<file path="config.mk">
export PLATFORM = sky130hd
export DESIGN_NAME = nibble_packer_flat
export DESIGN_NICKNAME = d
export VERILOG_FILES = /design/src/rtl/nibble_packer_if.sv /design/src/rtl/nibble_packer.sv /design/src/flat_wrapper.sv
export SDC_FILE = /design/constraint.sdc
export NUM_CORES = 1
export LEC_CHECK = 0
export CAP_MARGIN = 20
export CORE_MARGIN = 5
export CORE_UTILIZATION = 25
export DETAILED_ROUTE_END_ITERATION = 6
export PLACE_DENSITY_LB_ADDON = 0.25
export SYNTH_ARGS = -nofsm -noshare
export SYNTH_HDL_FRONTEND = slang
export SYNTH_SLANG_ARGS = --single-unit
</file>
<file path="constraint.sdc">
create_clock -name r_clk -period 3 [get_ports r_clk]
set_clock_uncertainty 0.15 [all_clocks]
set_input_delay 0.6 -clock r_clk [delete_from_list [all_inputs] [get_ports r_clk]]
set_output_delay 0.6 -clock r_clk [all_outputs]
set_load 0.02 [all_outputs]
</file>
<file path="src/rtl/nibble_packer_if.sv">
// rtl/nibble_packer_if.sv - FIFO-side and word-side signal bundle for nibble_packer
interface nibble_packer_if #(
   parameter int NIBBLES = 4,
   parameter int CW      = 3
);
   logic                   fifo_empty;
   logic [3:0]             fifo_dout;
   logic                   fifo_r_en;
   logic                   flush;
   logic [4*NIBBLES-1:0]   word_out;
   logic                   word_valid;
   logic                   word_ready;
   logic [CW-1:0]          word_nib_cnt;

   modport master (
      input  fifo_empty, fifo_dout, flush, word_ready,
      output fifo_r_en, word_out, word_valid, word_nib_cnt
   );

   modport slave (
      output fifo_empty, fifo_dout, flush, word_ready,
      input  fifo_r_en, word_out, word_valid, word_nib_cnt
   );
endinterface

</file>
<file path="src/rtl/nibble_packer.sv">
// rtl/nibble_packer.sv - packs 4-bit FIFO nibbles into W-bit words, with flush of partial words
module nibble_packer #(
   parameter int NIBBLES = 4,
   parameter int CW      = 3
) (
   input  logic            r_clk,
   input  logic            reset,
   nibble_packer_if.master bus
);
   localparam int W = 4 * NIBBLES;
   localparam logic [CW-1:0] NIB_CW   = CW'(NIBBLES);
   localparam logic [CW:0]   NIB_WIDE = (CW+1)'(NIBBLES);

   typedef enum logic [1:0] {FILL, HOLD, FLUSH} state_t;

   state_t          state, state_nxt;
   logic [W-1:0]    acc, acc_nxt, acc_cap;
   logic [CW-1:0]   cnt, cnt_nxt, cnt_cap;
   logic            pending;
   logic            flush_req, flush_req_nxt;
   logic [W-1:0]    word_out_q, word_out_nxt;
   logic            word_valid_q, word_valid_nxt;
   logic [CW-1:0]   nib_cnt_q, nib_cnt_nxt;
   logic            r_en;
   logic            of;
   logic            full_cap;

   assign of = !word_valid_q || bus.word_ready;

   // cnt + pending bounds the nibbles already committed to this word
   assign r_en = !reset && !bus.fifo_empty && (state == FILL) && !flush_req &&
                 (({1'b0, cnt} + {{CW{1'b0}}, pending}) < NIB_WIDE);

   always_comb begin
      acc_cap = acc;
      if (pending) begin
         for (int i = 0; i < NIBBLES; i++) begin
            if (cnt == CW'(i)) acc_cap[4*i +: 4] = bus.fifo_dout;
         end
      end
   end

   assign cnt_cap  = cnt + {{(CW-1){1'b0}}, pending};
   assign full_cap = pending && (cnt_cap == NIB_CW);

   always_comb begin
      state_nxt      = state;
      acc_nxt        = acc_cap;
      cnt_nxt        = cnt_cap;
      flush_req_nxt  = flush_req;
      word_out_nxt   = word_out_q;
      nib_cnt_nxt    = nib_cnt_q;
      word_valid_nxt = word_valid_q && !bus.word_ready;
      case (state)
         FILL: begin
            if (full_cap) begin
               if (of) begin
                  word_out_nxt   = acc_cap;
                  nib_cnt_nxt    = NIB_CW;
                  word_valid_nxt = 1'b1;
                  acc_nxt        = '0;
                  cnt_nxt        = '0;
               end else begin
                  state_nxt = HOLD;
               end
            end else if (bus.flush && (cnt != '0 || pending)) begin
               flush_req_nxt = 1'b1;
               state_nxt     = FLUSH;
            end
         end
         HOLD: begin
            if (of) begin
               word_out_nxt   = acc;
               nib_cnt_nxt    = NIB_CW;
               word_valid_nxt = 1'b1;
               acc_nxt        = '0;
               cnt_nxt        = '0;
               state_nxt      = FILL;
            end
         end
         FLUSH: begin
            // a late nibble that completes the word turns the flush into a normal full word
            if (full_cap) begin
               flush_req_nxt = 1'b0;
               if (of) begin
                  word_out_nxt   = acc_cap;
                  nib_cnt_nxt    = NIB_CW;
                  word_valid_nxt = 1'b1;
                  acc_nxt        = '0;
                  cnt_nxt        = '0;
                  state_nxt      = FILL;
               end else begin
                  state_nxt = HOLD;
               end
            end else if (!pending && of) begin
               word_out_nxt   = acc;
               nib_cnt_nxt    = cnt;
               word_valid_nxt = 1'b1;
               acc_nxt        = '0;
               cnt_nxt        = '0;
               flush_req_nxt  = 1'b0;
               state_nxt      = FILL;
            end
         end
         default: state_nxt = FILL;
      endcase
   end

   always_ff @(posedge r_clk) begin
      if (reset) begin
         state        <= FILL;
         acc          <= '0;
         cnt          <= '0;
         pending      <= 1'b0;
         flush_req    <= 1'b0;
         word_out_q   <= '0;
         word_valid_q <= 1'b0;
         nib_cnt_q    <= '0;
      end else begin
         state        <= state_nxt;
         acc          <= acc_nxt;
         cnt          <= cnt_nxt;
         pending      <= r_en;
         flush_req    <= flush_req_nxt;
         word_out_q   <= word_out_nxt;
         word_valid_q <= word_valid_nxt;
         nib_cnt_q    <= nib_cnt_nxt;
      end
   end

   assign bus.fifo_r_en    = r_en;
   assign bus.word_out     = word_out_q;
   assign bus.word_valid   = word_valid_q;
   assign bus.word_nib_cnt = nib_cnt_q;
endmodule

</file>
<file path="src/flat_wrapper.sv">
// flat-port wrapper written by rule: the top's interface ports become plain ports
module nibble_packer_flat 
#(
   parameter int NIBBLES = 4,
   parameter int CW      = 3
)
  (r_clk, reset, bus_fifo_empty, bus_fifo_dout, bus_flush, bus_word_ready, bus_fifo_r_en, bus_word_out, bus_word_valid, bus_word_nib_cnt);
  nibble_packer_if #(.NIBBLES(NIBBLES), .CW(CW)) bus_i ();
  input  logic r_clk;
  input  logic reset;
  input wire logic [$bits(bus_i.fifo_empty)-1:0] bus_fifo_empty;
  input wire logic [$bits(bus_i.fifo_dout)-1:0] bus_fifo_dout;
  input wire logic [$bits(bus_i.flush)-1:0] bus_flush;
  input wire logic [$bits(bus_i.word_ready)-1:0] bus_word_ready;
  output wire logic [$bits(bus_i.fifo_r_en)-1:0] bus_fifo_r_en;
  output wire logic [$bits(bus_i.word_out)-1:0] bus_word_out;
  output wire logic [$bits(bus_i.word_valid)-1:0] bus_word_valid;
  output wire logic [$bits(bus_i.word_nib_cnt)-1:0] bus_word_nib_cnt;
  assign bus_i.fifo_empty = bus_fifo_empty;
  assign bus_i.fifo_dout = bus_fifo_dout;
  assign bus_i.flush = bus_flush;
  assign bus_i.word_ready = bus_word_ready;
  assign bus_fifo_r_en = bus_i.fifo_r_en;
  assign bus_word_out = bus_i.word_out;
  assign bus_word_valid = bus_i.word_valid;
  assign bus_word_nib_cnt = bus_i.word_nib_cnt;
  nibble_packer #(.NIBBLES(NIBBLES), .CW(CW)) u_core (.r_clk(r_clk), .reset(reset), .bus(bus_i));
endmodule
</file>
Yosys cells after proc, flatten, opt, wreduce, memory -nomap -nowiden

Index checks and enable logic that the tools add are counted.

Register bits: 43
Bits in latches: 0
Bits in writable memories: 0
ROM bits: 0
Input port bits: 9
Output and inout bits: 21
Logic and storage cells: 93
Memories: 0

$add $sub $neg: 2
$mul: 0
Div/mod/pow operators: 0
Order comparisons: 1
Eq/ne operators: 13
Shifts and indexed selects: 0
Multiplexer cells: 44
Bitwise operators: 0
Reduce and logical (&&, ||, !) cells: 25

Operators with widths:

| kind                                                        | count |
|---|---|
| two-way mux 16 bit                                          | 10 |
| case mux 16 bit (3 select lines)                            | 2 |
| two-way mux 3 bit                                           | 8 |
| case mux 3 bit (3 select lines)                             | 2 |
| two-way mux 4 bit                                           | 4 |
| two-way mux 2 bit                                           | 6 |
| AND reduction 4 bit                                         | 3 |
| two-way mux 1 bit                                           | 9 |
| logical AND 1 bit                                           | 8 |
| == test 3 x 2 -> 1 bit (second input constant)              | 2 |
| zero test 1 bit                                             | 6 |
| case mux 2 bit (3 select lines)                             | 1 |
| nonzero test 3 bit                                          | 2 |
| adder 3 x 1 -> 4 bit                                        | 1 |
| less-than comparator 4 x 3 -> 1 bit (second input constant) | 1 |
| != test 2 x 1 -> 1 bit (second input constant)              | 2 |
| != test 2 bit (second input constant)                       | 2 |
| adder 3 x 1 -> 3 bit                                        | 1 |
| == test 3 x 1 -> 1 bit (second input constant)              | 1 |
| == test 3 bit (second input constant)                       | 1 |
| zero test 3 bit                                             | 1 |
| != test 3 x 1 -> 1 bit (second input constant)              | 1 |
| != test 3 x 2 -> 1 bit (second input constant)              | 1 |
| != test 3 bit (second input constant)                       | 1 |
| 8 further kinds                                             | 9 |

Longest topological paths before layout

Depth in word-level cells: 6
Gate-level depth with buffers: 10
Mapped depth without buffers: 7

Worst setup path after synthesis

No wires, ideal clock.

Kind: register to register
Start point: register u_core.cnt[0]
End point: register u_core.word_out_q[12], in the netlist u_core.bus.word_out[12]
Setup time: 0.122 ns
Arrival time: 2.165 ns
Data required time: 2.728 ns
Slack: 0.563 ns
Stages on the path, launching flop included: 9
Buffers on the path: 1
Clock period less this slack: 2.437 ns
Cell sequence: dfxtp_1 > ha_1 > ha_1 > nor3b_2 > nand2_2 > a211oi_1 > a21oi_2 > buf_2 > a221o_1

Longest elaborated chain between the ends: 6
Elaborated cells on any way between the ends: 13
Classes of those cells: add/sub (1); eq/ne (4); mux (6); reduce/logical (2)

RTL lines:

| item                                                                         | RTL line             | RTL |
|---|---|---|
| start, declared                                                              | nibble_packer.sv:18  | `logic [CW-1:0] cnt, cnt_nxt, cnt_cap;` |
| start signal, assigned                                                       | nibble_packer.sv:122 | `cnt <= cnt_nxt;` |
| parallel branches: the longest is 6 deep, another holds adder 3 x 1 -> 3 bit | n/a                  |  |
| end signal, assigned                                                         | nibble_packer.sv:125 | `word_out_q <= word_out_nxt;` |
| end, declared                                                                | nibble_packer.sv:21  | `logic [W-1:0] word_out_q, word_out_nxt;` |

Parallel ways; which one is timed is not known. The select of a mux whose other input is x is not followed.
A chain may end at the register's enable or synchronous reset.

Final worst setup path

Start point: register u_core.pending
End point: output port bus_fifo_r_en

Longest elaborated chain between the ends: 3

RTL lines:

| item                                | RTL line             | RTL |
|---|---|---|
| start, declared                     | nibble_packer.sv:19  | `logic pending;` |
| start signal, assigned              | nibble_packer.sv:123 | `pending <= r_en;` |
| adder 3 x 1 -> 4 bit                | nibble_packer.sv:32  | `(({1'b0, cnt} + {{CW{1'b0}}, pending}) < NIB_WIDE);` |
| less-than comparator 4 x 3 -> 1 bit | nibble_packer.sv:32  |  |
| logical AND 1 bit                   | nibble_packer.sv:31  | `assign r_en = !reset && !bus.fifo_empty && (state == FILL) && !flush_req &&` |
| end, declared                       | flat_wrapper.sv:15   | `output wire logic [$bits(bus_i.fifo_r_en)-1:0] bus_fifo_r_en;` |

Every way passes these cells.

==> reports/metrics.csv <==
metric,value,unit
outcome,"finished, final reports clean",
hold_ws,0.318,ns
"Data required, critical path",2.25,ns
"Seq/Total Area, Yosys",0.411,
Die Y,102,microns
cell area after synthesis,0.00210,sq mm
Worst R2R Setup Slack,0.39,ns
Final ANT Viol Nets,0,
finished layout cell area,0.00260,sq mm
post-layout util,0.318,
first-pass GRT wire length,9010,microns
syn nets,267,
Worst Path Arrival,2.11,ns
DR WL/cell,13.6,microns
Via density,4.85,
initial cell density of the core,0.256,
vias in the first global route,1912,
VDD IR max,0.000186,V
Synth Flop Type,dfxtp_1,
H-Tree Depth,2,
gpl congestion,0.750,
fillers,884,
largest area contributor in the netlist,dfxtp_1,
Final period util,0.952,
Placed Cells incl. Taps,379,
area share of the largest cell type after synthesis,0.411,
Avg Inst Size Synth,8.32,sq um
final non-filler cell total,386,
CTS Hold Buffers Added,0,
Num CTS Buffers,5,
Root Buffer,clkbuf_8,
Pre-antenna DRT Iters,4,
Hold WC Path Type,reg -> reg,
cell count after synthesis,252,
"Setup violations, final",0,
Relative slew margins,0.646,
DRT iter0 DRCs,40,
final slew viol count,0,
Ys Warns,0,
Setup WS pre-CTS,0.271,ns
largest net degree at the start of global routing,26,
total power,1.67,mW
clock-pin transition on the worst setup and hold timing paths,0.08,ns
crit path time final,2.86,ns
global router's overall resource usage,0.108,
core area,0.00818,sq mm
highest clock rate,350,MHz
row count,33,
postcts setup bufs,0,
nets@finish,296,
GRT overflow,0,
TritonCTS Sinks,43,
die area,0.0103,sq mm
Final Hold Vio Count,0,
initial antenna violation count,0,
PortBufs,29,
vias,1874,
post-synthesis register bit count,43,
largest cells by area after synthesis,"dfxtp_1 (41%), nor2_1 (7.7%), a21oi_1 (5.0%)",
maximum buffer depth of the clock tree,2,
Total Routed Length,5240,microns
"Distinct cells, synth",44,
slew at the pin closest to its max-slew limit,0.529,ns
Worst Setup End Kind,output pin,
RSZ-0062 raised after global routing,false,
final setup TNS,0,ns
Area Overhead vs Synth,23.9,%
"EDFF count, synth",0,
n_diodes,0,
fraction of registers with async set/reset,0,
Leakage,1.01,nW
share of cells above drive strength 1,0.0925,
CTS tree,yes,
max cap viols,0,
io pins,30,
HPWL after DPL,3680,microns
clk_lat worst skew,0.29,ns
Post-CTS Resized,0,
WS Path Type,reg -> out,
critical path peak fanout,4,
Die W,102,microns
crit start category,flop,
Pwr Density,645,mW/mm^2
post-detailed-placement cell area,0.00251,sq mm
Final Worst Setup Slack,0.143,ns
# DRC,0,
==> registers in the layout, summed over array words and instances (netlist names) <==
register / flops
u_core.state: 2
u_core.acc: 16
u_core.pending: 1
u_core.bus.word_out: 16
u_core.flush_req: 1
u_core.bus.word_valid: 1
u_core.bus.word_nib_cnt: 3
u_core.cnt: 3
==> layout by cell type, fill, tap and decap left out, types with 2 or more instances in the layout <==
master / Yosys / layout
clkdlybuf4s50_1: 0 / 29
a221o_1: 7 / 7
nor3_1: 4 / 4
o21ai_0: 7 / 6
inv_1: 24 / 24
and4b_1: 2 / 2
buf_4: 1 / 10
nand3_1: 7 / 7
mux2i_1: 4 / 4
nand4_1: 2 / 2
o31ai_1: 2 / 2
a22oi_1: 2 / 2
a21oi_1: 21 / 21
nor2_1: 43 / 43
ha_1: 6 / 5
a31oi_1: 2 / 2
and2_1: 3 / 3
nor4_1: 11 / 11
clkbuf_8: 0 / 5
a211oi_1: 11 / 11
a211o_1: 8 / 8
dfxtp_1: 43 / 42
nand2_1: 6 / 6
==> power by group <==
group / internal, mW / switching (mW) / total (mW)
Combinational: 0.245 / 0.420 / 0.666
Clock: 0.159 / 0.197 / 0.357
Sequential: 0.619 / 0.0329 / 0.652
==> path summary, 6_finish.rpt <==
check / depth (start not counted) / startpoint / endpoint
setup / recovery: 6 / u_core.pending / bus_fifo_r_en
hold / removal: 1 / u_core.bus.word_out[11] / u_core.bus.word_out[11]
setup reg to reg: 8 / u_core.pending / u_core.bus.word_out[2]
hold reg to reg: 1 / u_core.bus.word_out[11] / u_core.bus.word_out[11]
==> synth_stat cells, types with 3 or more instances <==
library cell  number
dfxtp_1           43
nor2_1            43
inv_1             24
a21oi_1           21
a211oi_1          11
nor4_1            11
clkbuf_1          10
a211o_1            8
a221o_1            7
nand3_1            7
o21ai_0            7
ha_1               6
nand2_1            6
buf_2              5
mux2i_1            4
nor3_1             4
and2_1             3
==> metal layers <==
layer | up-vias | share of wire | GRT usage
met2 | 26 | 0.47 | 0.187
li1 | 959 | - | -
met3 | 5 | 0.047 | 0.0289
met5 | - | 0 | 0
met1 | 884 | 0.48 | 0.133
met4 | 0 | 0.0084 | 0.0276
==> worst max-delay path: stages (launching register included) <==
cell and delay, ns:
dfxtp_1 0.36, ha_1 0.19, ha_2 0.25, nand3_1 0.09, o21ai_1 0.12, and4b_1 0.21, clkdlybuf4s50_1 0.60
==> cell families (layout without fill, tap and decap cells) <==
family / after synthesis / after routing / share of synthesized area
AO/OA/AOI/OAI: 70 / 70 / 0.236
XOR/XNOR: 2 / 2 / 0.0119
adder cells (fa/ha/maj): 6 / 6 / 0.0358
buffers and inverters: 41 / 70 / 0.0818
flip-flops: 43 / 43 / 0.411
multiplexers: 4 / 4 / 0.0191
AND/OR/NAND/NOR: 86 / 86 / 0.204
==> layout make-up <==
cell class / count / area (sq um) / area share
timing repair buffer: 39 / 365 / 0.141
clock buffer: 5 / 68.8 / 0.0265
multi-input combinational: 168 / 1070 / 0.410
sequential: 43 / 862 / 0.332
tap: 105 / 131 / 0.0506
inverter: 24 / 90.1 / 0.0347
clock inverter: 2 / 13.8 / 0.00530
Note: power is estimated with default switching activity, not from simulation.
